`src/rtl/ofdm_framer_pkg.sv`:
```
// ofdm_framer_pkg: shared state type and width helper for the OFDM symbol framer.
package ofdm_framer_pkg;

   typedef enum logic [1:0] {ST_LOAD, ST_WAIT_CP, ST_DATA} framer_state_t;

   function automatic int SYM_LEN_W(input int cp_w, input int fft_w);
      return ((cp_w > fft_w) ? cp_w : fft_w) + 1;
   endfunction

endpackage

```
`src/rtl/ofdm_symbol_framer_cp_len_table.sv`:
```
// cp_len_table: CP length register file, one write port, one combinational read port.
module cp_len_table
   import ofdm_framer_pkg::*;
#(
   parameter int CP_LEN_W = 12,
   parameter int TBL_AW   = 4
) (
   input  logic                clk,
   input  logic                rst_n,
   input  logic                wr,
   input  logic [TBL_AW-1:0]   waddr,
   input  logic [CP_LEN_W-1:0] wdata,
   input  logic [TBL_AW-1:0]   raddr,
   output logic [CP_LEN_W-1:0] rdata
);

   logic [CP_LEN_W-1:0] mem [2**TBL_AW];

   always_ff @(posedge clk or negedge rst_n)
      if (!rst_n)
         for (int i = 0; i < 2**TBL_AW; i++) mem[i] <= '0;
      else if (wr)
         mem[waddr] <= wdata;

   assign rdata = mem[raddr];

endmodule

```
`src/rtl/ofdm_symbol_framer.sv`:
```
// ofdm_symbol_framer: cuts a sample stream into one packet per OFDM symbol (CP + FFT body)
// and issues each symbol's CP length on a side stream.
module ofdm_symbol_framer
   import ofdm_framer_pkg::*;
#(
   parameter int CP_LEN_W = 12,
   parameter int FFT_W    = 13,
   parameter int DATA_W   = 32,
   parameter int TBL_AW   = 4
) (
   input  logic                clk,
   input  logic                rst_n,
   input  logic [FFT_W-1:0]    cfg_fft_size,
   input  logic [TBL_AW:0]     cfg_tbl_len,
   input  logic                cfg_wr,
   input  logic [TBL_AW-1:0]   cfg_addr,
   input  logic [CP_LEN_W-1:0] cfg_data,
   input  logic                resync,
   input  logic [DATA_W-1:0]   i_tdata,
   input  logic                i_tvalid,
   output logic                i_tready,
   output logic [DATA_W-1:0]   o_tdata,
   output logic                o_tlast,
   output logic                o_tvalid,
   input  logic                o_tready,
   output logic [CP_LEN_W-1:0] cp_len_tdata,
   output logic                cp_len_tvalid,
   input  logic                cp_len_tready,
   output logic [TBL_AW-1:0]   sym_idx
);

   localparam int SLW = SYM_LEN_W(CP_LEN_W, FFT_W);

   framer_state_t       state;
   logic [TBL_AW-1:0]   idx;
   logic [SLW-1:0]      count, sym_len;
   logic [CP_LEN_W-1:0] cp, tbl_rd;
   logic [TBL_AW:0]     tbl_len, idx_inc;
   logic [FFT_W-1:0]    fft_eff;
   logic                resync_q, in_data, beat, last, cp_busy;

   cp_len_table #(.CP_LEN_W(CP_LEN_W), .TBL_AW(TBL_AW)) u_tbl (
      .clk   (clk),
      .rst_n (rst_n),
      .wr    (cfg_wr),
      .waddr (cfg_addr),
      .wdata (cfg_data),
      .raddr (idx),
      .rdata (tbl_rd)
   );

   always_comb begin
      in_data  = state == ST_DATA;
      i_tready = in_data & o_tready;
      o_tvalid = in_data & i_tvalid;
      o_tdata  = in_data ? i_tdata : '0;
      last     = in_data && count == sym_len - SLW'(1);
      o_tlast  = last;
      beat     = o_tvalid & o_tready;
      fft_eff  = cfg_fft_size == '0 ? FFT_W'(1) : cfg_fft_size;
      idx_inc  = {1'b0, idx} + (TBL_AW+1)'(1);
      cp_busy  = cp_len_tvalid & ~cp_len_tready;
   end

   always_ff @(posedge clk or negedge rst_n)
      if (!rst_n) begin
         state         <= ST_LOAD;
         idx           <= '0;
         count         <= '0;
         sym_len       <= '0;
         cp            <= '0;
         tbl_len       <= '0;
         resync_q      <= 1'b0;
         cp_len_tvalid <= 1'b0;
         cp_len_tdata  <= '0;
         sym_idx       <= '0;
      end else begin
         if (cp_len_tvalid && cp_len_tready) cp_len_tvalid <= 1'b0;
         if (resync) resync_q <= 1'b1;
         case (state)
            ST_LOAD: begin
               cp       <= tbl_rd;
               sym_len  <= SLW'(tbl_rd) + SLW'(fft_eff);
               tbl_len  <= cfg_tbl_len == '0 ? (TBL_AW+1)'(1) : cfg_tbl_len;
               count    <= '0;
               sym_idx  <= idx;
               resync_q <= resync;
               if (cp_busy)
                  state <= ST_WAIT_CP;
               else begin
                  cp_len_tdata  <= tbl_rd;
                  cp_len_tvalid <= 1'b1;
                  state         <= ST_DATA;
               end
            end
            ST_WAIT_CP:
               if (!cp_busy) begin
                  cp_len_tdata  <= cp;
                  cp_len_tvalid <= 1'b1;
                  state         <= ST_DATA;
               end
            default:
               if (beat) begin
                  count <= count + SLW'(1);
                  if (last) begin
                     // a pending resync restarts the CP pattern at entry 0
                     idx   <= (resync_q || resync || idx_inc >= tbl_len) ? '0 : idx_inc[TBL_AW-1:0];
                     state <= ST_LOAD;
                  end
               end
         endcase
      end

endmodule
```
`config.mk`:
```
export PLATFORM = sky130hd
export DESIGN_NAME = ofdm_symbol_framer
export DESIGN_NICKNAME = d
export VERILOG_FILES = /design/src/rtl/ofdm_framer_pkg.sv /design/src/rtl/ofdm_symbol_framer_cp_len_table.sv /design/src/rtl/ofdm_symbol_framer.sv
export SDC_FILE = /design/constraint.sdc
export NUM_CORES = 1
export LEC_CHECK = 0
export CAP_MARGIN = 5
export CORE_ASPECT_RATIO = 1.5
export CORE_MARGIN = 5
export CORE_UTILIZATION = 40
export DETAILED_ROUTE_END_ITERATION = 8
export MAX_ROUTING_LAYER = met4
export SLEW_MARGIN = 0
export SYNTH_ARGS = -nofsm -noshare
export SYNTH_HDL_FRONTEND = slang
export SYNTH_SLANG_ARGS = --single-unit
```
`constraint.sdc`:
```
create_clock -name clk -period 4.8 [get_ports clk]
set_input_delay 0.48 -clock clk [delete_from_list [all_inputs] [get_ports clk]]
set_output_delay 0.48 -clock clk [all_outputs]
set_load 0.005 [all_outputs]
```
==> results by group, run 1 <==
Timing
  • Fmax: 246 MHz
  • Max Clock Skew: 0.0122 ns
  • Worst Max-Slew Pin Slew: 1.10 ns
  • Rel. slew slack: approximately a quarter
  • Final Hold Viols: 0
  • Setup violators final: 0
  • Max-slew violations: 0
  • Final worst slack: 0.730 ns
  • Fin crit share: a little over four fifths
  • Setup_tns: 0 ns
  • Minimum clock period: between 4 and 5 ns
  • Hold slack: 0.471 ns
  • Unrepaired setup endpoints after global routing: no

CTS
  • H-tree Lvls: 1
  • Post-CTS sizing: 0
  • TritonCTS Buffers: 26
  • Clock Sinks: 261
  • Clock tree buffer depth: 3
  • # Post-CTS Setup Buffers: 0
  • Clock-pin slew on the worst setup and hold paths: 0.06 ns
  • CTS Root Cell: clkbuf_16
  • Worst skew pair latency: 0.53 ns
  • CTS tree: done

Worst setup path
  • Critical path arrival: 4.45 ns
  • Worst Path Required: 5.18 ns
  • Crit path capture type: register
  • Critical path class: register to register
  • CP startpoint kind: register
  • Worst Reg2Reg Path Length in Cells: 11
  • Capturing point of the worst reg2reg path: sym_len[12]$_DFFE_PN0P_
  • Reg2reg setup slack: 0.73 ns
  • Reg2reg start: idx[0]$_DFFE_PN0P_
  • Worst-path fanout max: 20

Global route
  • First-pass GRT wire length: 50.1 mm
  • Largest net degree at the start of global routing: 117
  • Remaining global-route overflow: 0
  • Initial antenna violation count: 0
  • Vias in the first global route: 8566
  • GRT Total Usage: 18.4%

Logic synthesis
  • Cell area after synthesis: 12800 sq um
  • EDFF count, synth: 0
  • Cells after Synth: slightly below 1000
  • Synthesized flop and latch total: 261
  • Syn nets: 1077
  • Syn_area_per_cell: between 10 and 15 sq um
  • Most used DFF post-synth: dfrtp_1
  • Syn. warnings: 0
  • Ys async rst share: 100%
  • Post-synthesis sequential area ratio: 51.0%
  • Yosys cell types: 55

Final layout
  • Fillers: 2759
  • Fraction of layout cells with a size suffix above 1: 30.0%
  • Fin util: between 40% and 50%
  • Design area: ~15000 sq um
  • Synthesis-to-layout area growth: 20.2%
  • Final net count: 1174
  • Antenna cells: 0
  • Layout Cells excl Fill: 1507

Min path
  • Hold path cells: 2
  • Hold Path Sink: cp[11]$_DFFE_PN0P_
  • Worst hold path type: register to register
  • Min-delay src: cp[11]$_DFFE_PN0P_

Power
  • Comb pwr share: 17.0%
  • Flop pwr share: 46.2%
  • Clock share of power: 36.8%
  • VDD IR max: 220 uV
  • Net Sw Frac: 24.2%
  • Leakage: around 6.5 nW
  • Psw: 1.48 mW
  • Int Pwr: 4.63 mW
  • Pwr dens: 396 nW/um^2
  • PnR Total Power: roughly 6.1 mW

Detailed routing
  • Iteration-0 DRC Markers: 387
  • Vias/cell: 5.35
  • Final ANT Viol Nets: 0
  • Residual DRC count: 0
  • First drt pass iteration count: 4
  • DR vias: 8060
  • Per-cell routed wire length: 21.1 um
  • Final wirelength: 31.8 mm

Placement
  • Cell Area, Placed: 14500 sq um
  • PortBufs: approximately 120
  • Dpl cells: ~1500
  • Final Wtd Congestion: 0.773
  • DP Worst Slack: 0.755 ns
  • Hpwl dp: about 21 mm

Floorplanning
  • Die Span X: 156 um
  • Row count: 80
  • Ports: 125
  • Core Footprint: 31700 sq um
  • Starting Density: 40.4%
  • Chip height: 229 um
  • Die Area: 35800 sq um

Run
  • Max_cap viols: 0

Run status
  • Run status: completed
-- layer usage --
layer	global-route usage, %	vias to the layer above	share of wire [%]	wire [um]
li1	-	3711	-	-
met1	22.0	4127	40	12700
met2	32.9	181	54	17100
met3	2.27	41	4.2	1350
met4	4.75	0	2.1	651
met5	-	-	0	0
-- cells by family after synthesis --
| logic type | synth area share, % |
|---|---|
| xor gates and xnor gates | 2.73 |
| AOI/OAI and AO/OA | 3.70 |
| and+or+nand+nor | 9.03 |
| buffers and inverters | 2.59 |
| muxes | 28.9 |
| DFF | 51.0 |
| adders and majority gates | 2.11 |
-- worst max-delay path, stage by stage (launching register included) --
cell	delay (ns)
dfrtp_4	0.66
mux4_2	0.56
mux4_2	0.53
ha_1	0.25
fa_1	0.40
a21oi_1	0.18
o21bai_1	0.16
a2111oi_0	0.42
o21ai_0	0.22
o31ai_1	0.29
xor2_1	0.16
o21ai_0	0.08
-- how the worst max path moves through the flow --
stage	startpoint	to	slack (ns)
final	idx[0]$_DFFE_PN0P_	sym_len[12]$_DFFE_PN0P_	0.73
after global placement	idx[0]$_DFFE_PN0P_	sym_len[12]$_DFFE_PN0P_	0.73
after CTS	idx[0]$_DFFE_PN0P_	sym_len[12]$_DFFE_PN0P_	0.72
after floorplan	idx[0]$_DFFE_PN0P_	sym_len[12]$_DFFE_PN0P_	0.83
after detailed placement	idx[0]$_DFFE_PN0P_	sym_len[12]$_DFFE_PN0P_	0.76
after global routing	idx[0]$_DFFE_PN0P_	sym_len[12]$_DFFE_PN0P_	0.52
-- Yosys cell counts, drive strengths merged, types with 12 or more instances --
| library cell | number | area (sq um) |
|---|---|---|
| dfrtp | 261 | 6530 |
| mux2 | 194 | 2190 |
| nand2 | 87 | 334 |
| clkbuf | 66 | 248 |
| mux4 | 60 | 1350 |
| o21ai | 40 | 200 |
| and2 | 35 | 219 |
| nor2 | 34 | 128 |
| xnor2 | 21 | 184 |
| ha | 20 | 250 |
| xor2 | 19 | 166 |
| mux2i | 16 | 160 |
| nand2b | 12 | 75.1 |
-- timing repair --
action                     in CTS  in global routing
setup endpoints to repair       0                  0
hold buffers                    1                  0
hold endpoints to repair       84                  0
-- state kept, by name, summed over array words and instances (netlist names) --
name,cells
count,14
cp,12
cp_len_tdata,12
cp_len_tvalid,1
idx,4
resync_q,1
state,2
sym_idx,4
sym_len,14
tbl_len,5
u_tbl.mem,192
-- cell type report --
cell class / count / area, sq um / area share [%]
sequential: 261 / 6540 / 42.4
multi-input combinational: 637 / 5980 / 38.8
timing repair buffer: 143 / 1400 / 9.11
clock buffer: 35 / 736 / 4.77
tap: 410 / 513 / 3.33
clock inverter: 10 / 203 / 1.32
inverter: 11 / 41.3 / 0.268
-- power groups by stage --
stage          Clock [mW]  Sequential, mW  Combinational, mW
6_report             2.25            2.82               1.04
5_1_grt              2.39            2.86               1.14
4_1_cts              2.30            2.82               1.05
3_5_place_dp            0            2.86               1.05
3_3_place_gp            0            2.85               1.02
2_1_floorplan           0            2.77              0.767
-- placed cells by master, fill, tap and decap left out, drive strengths merged, types with 11 or more instances in the layout --
cell type / n
xor2: 19
a21oi: 11
nand2b: 12
ha: 20
buf: 19
mux4: 60
xnor2: 21
o21ai: 40
clkbuf: 35
clkdlybuf4s50: 123
dfrtp: 261
and2: 35
nor2: 34
mux2i: 16
nand2: 87
mux2: 194
Note: power is estimated with default switching activity, not from simulation.
==> run 2, diff against run 1 <==
==> constraint.sdc (replaced) <==
create_clock -name clk -period 3.3 [get_ports clk]
set_input_delay 0.33 -clock clk [delete_from_list [all_inputs] [get_ports clk]]
set_output_delay 0.33 -clock clk [all_outputs]
set_load 0.005 [all_outputs]
==> results by group, run 2 (synthesized netlist as in run 1, its figures left out) <==
Worst setup path
  • Capturing point of the worst reg2reg path: sym_len[12]$_DFFE_PN0P_ (unchanged)
  • Levels on crit path: 12 (was 11)
  • CP startpoint kind: register (unchanged)
  • CP peak stage delay: 0.52 ns (was 0.66 ns)
  • Crit path capture type: register (unchanged)
  • CP most frequent cell: mux4_2
  • Critical path capture point: sym_len[12]$_DFFE_PN0P_ (unchanged)
  • Reg2reg setup slack: -0.16 ns (was 0.73 ns)
  • Worst-path fanout max: 4 (was 20)
  • Crit path max-delay family: compound AO/OA/AOI/OAI gates (unchanged)
  • Critical path class: register to register (unchanged)
  • CP bufs+invs: 1 (was 0)
  • Reg2reg start: idx[0]$_DFFE_PN0P_ (unchanged)
  • Worst Reg2Reg Path Length in Cells: 12 (was 11)
  • Worst Path Required: 3.69 ns (was 5.18 ns)
  • Critical path arrival: 3.85 ns (was 4.45 ns)
  • Crit-path cells: buf_4 > mux4_2 > mux4_2 > ha_4 > fa_2 > a21oi_2 > o21bai_2 > a2111oi_4 > o21ai_2 > o31ai_2 > xor2_1 > o21ai_1 (was mux4_2 > mux4_2 > ha_1 > fa_1 > a21oi_1 > o21bai_1 > a2111oi_0 > o21ai_0 > o31ai_1 > xor2_1 > o21ai_0)
  • Max stage delay cell, worst path: dfrtp_4 (unchanged)
  • Critical Path Start: idx[0]$_DFFE_PN0P_ (unchanged)

Final layout
  • Fillers: 2782 (was 2759)
  • Commonest non-fill, non-tap cells in the layout: dfrtp_1 (259), mux2_2 (192), clkdlybuf4s50_1 (122) (was dfrtp_1 (259), mux2_2 (192), clkdlybuf4s50_1 (123))
  • Synthesis-to-layout area growth: 24.8% (was 20.2%)
  • Fraction of layout cells with a size suffix above 1: 35.1% (was 30.0%)
  • Fin util: 50.4% (was 48.6%)
  • Largest Register: u_tbl.mem (unchanged)
  • Final net count: 1240 (was 1174)
  • Largest register FFs: 192 (unchanged)
  • Design area: 16000 sq um (was 15400 sq um)
  • Commonest non-fill, non-tap cell in the layout: dfrtp_1 (unchanged)
  • Largest registers: u_tbl.mem: 192 flops, count: 14 flops, sym_len: 14 flops (unchanged)

Power
  • VDD IR max: 317 uV (was 220 uV)
  • PnR Total Power: 8.84 mW (was 6.11 mW)
  • Leakage: 6.87 nW (was 6.53 nW)
  • Pwr dens: 553 nW/um^2 (was 396 nW/um^2)

Timing
  • Minimum clock period: 3.46 ns (was 4.07 ns)
  • Max Clock Skew: 0.0119 ns (was 0.0122 ns)
  • Fin crit share: 105% (was 84.8%)
  • Unrepaired setup endpoints after global routing: yes (was no)
  • Hold slack: 0.371 ns (was 0.471 ns)
  • Setup violators final: 4 (was 0)
  • Final Hold Viols: 0 (unchanged)
  • Max-slew violations: 0 (unchanged)
  • Final worst slack: -0.157 ns (was 0.730 ns)
  • Fmax: 289 MHz (was 246 MHz)
  • Worst Max-Slew Pin Slew: 1.02 ns (was 1.10 ns)
  • Rel. slew slack: 32.3% (was 26.5%)

Run
  • Max_cap viols: 0 (unchanged)

CTS
  • Clock Sinks: 261 (unchanged)
  • CTS tree: done (unchanged)
  • Clock tree buffer depth: 3 (unchanged)
  • Worst skew pair latency: 0.53 ns (about the same)
  • TritonCTS Buffers: 26 (unchanged)
  • H-tree Lvls: 1 (unchanged)
  • CTS Root Cell: clkbuf_16 (unchanged)
  • Clock-pin slew on the worst setup and hold paths: 0.07 ns (was 0.06 ns)

Placement
  • PortBufs: 124 (unchanged)
  • Final Wtd Congestion: 0.805 (was 0.773)
  • Cell Area, Placed: 15000 sq um (was 14500 sq um)
  • Hpwl dp: 22.2 mm (was 21.5 mm)
  • DP Worst Slack: -0.344 ns (was 0.755 ns)

Floorplanning
  • Die Span X: 156 um (unchanged)
  • Ports: 125 (unchanged)
  • Row count: 80 (unchanged)
  • Starting Density: 40.4% (unchanged)
  • Die Area: 35800 sq um (unchanged)
  • Core Footprint: 31700 sq um (unchanged)
  • Chip height: 229 um (unchanged)

Global route
  • Initial antenna violation count: 2 (was 0)
  • Vias in the first global route: 9062 (was 8566)
  • Remaining global-route overflow: 0 (unchanged)
  • Largest net degree at the start of global routing: 70 (was 117)
  • GRT Total Usage: 18.8% (was 18.4%)
  • First-pass GRT wire length: 51.5 mm (was 50.1 mm)

Detailed routing
  • Vias/cell: 5.25 (was 5.35)
  • First drt pass iteration count: 4 (unchanged)
  • DR vias: 8273 (was 8060)
  • Per-cell routed wire length: 20.4 um (was 21.1 um)
  • Residual DRC count: 0 (unchanged)
  • Final ANT Viol Nets: 0 (unchanged)
  • Iteration-0 DRC Markers: 294 (was 387)
  • Final wirelength: 32.1 mm (was 31.8 mm)

Min path
  • Worst hold path type: primary input to async pin (was register to register)

Run status
  • Run status: finished with violations (was completed)
  • Violated checks: setup timing
==> run 2: cell type report <==
| cell class | count | area [sq um] | area share [%] |
|---|---|---|---|
| inverter | 11 | 41.3 | 0.258 |
| timing repair buffer | 209 | 1960 | 12.3 |
| clock buffer | 34 | 742 | 4.64 |
| multi-input combinational | 637 | 6060 | 37.9 |
| sequential | 261 | 6540 | 40.9 |
| clock inverter | 11 | 134 | 0.837 |
| tap | 410 | 513 | 3.21 |
| antenna | 2 | 5.00 | 0.0313 |
==> run 2: layer usage <==
metal	routed length [um]	global-route usage [%]	vias up	share of wire, %
li1	-	-	3837	-
met3	1370	2.57	40	4.3
met5	0	-	-	0
met1	12800	22.3	4244	40
met2	17200	33.6	152	54
met4	689	4.99	0	2.1
==> run 2: timing repair <==
| action | CTS | global route |
|---|---|---|
| pin swaps | 4 | 5 |
| hold buffers | 1 | 0 |
| resized for setup | 9 | 9 |
| gates cloned | 0 | 0 |
| setup buffers | 5 | 3 |
| setup endpoints to repair | 9 | 9 |
| endpoints found under the hold margin | 65 | 0 |
==> run 2: report_power, final <==
group	internal, mW	switching, mW
logic	1.06	0.629
registers	3.78	0.338
clock network	1.81	1.22
total	6.65	2.19
==> run 2: how the worst min path moves through the flow <==
stage	startpoint	end	slack [ns]
2_1_floorplan	rst_n	count[0]$_DFFE_PN0P_	0.03
3_3_place_gp	rst_n	idx[3]$_DFFE_PN0P_	0.34
3_5_place_dp	rst_n	idx[3]$_DFFE_PN0P_	0.34
4_1_cts	rst_n	idx[3]$_DFFE_PN0P_	0.38
5_1_grt	cfg_tbl_len[3]	tbl_len[3]$_DFFE_PN0P_	0.41
6_report	rst_n	tbl_len[3]$_DFFE_PN0P_	0.37
==> run 2: through the flow <==
stage	std cells	setup TNS, ns
final	1575	-0.305
after global routing	1575	-1.56
after CTS	1570	-0.834
after detailed placement	1519	-1.38
after global placement	1519	-0.958
after floorplan	983	-0.278
==> run 2: worst reg2reg max path, cell delays in order (launching register included) <==
cell       delay, ns
dfrtp_4         0.52
buf_4           0.16
mux4_2          0.41
mux4_2          0.52
ha_4            0.19
fa_2            0.34
a21oi_2         0.15
o21bai_2        0.12
a2111oi_4       0.34
o21ai_2         0.10
o31ai_2         0.24
xor2_1          0.16
o21ai_1         0.07
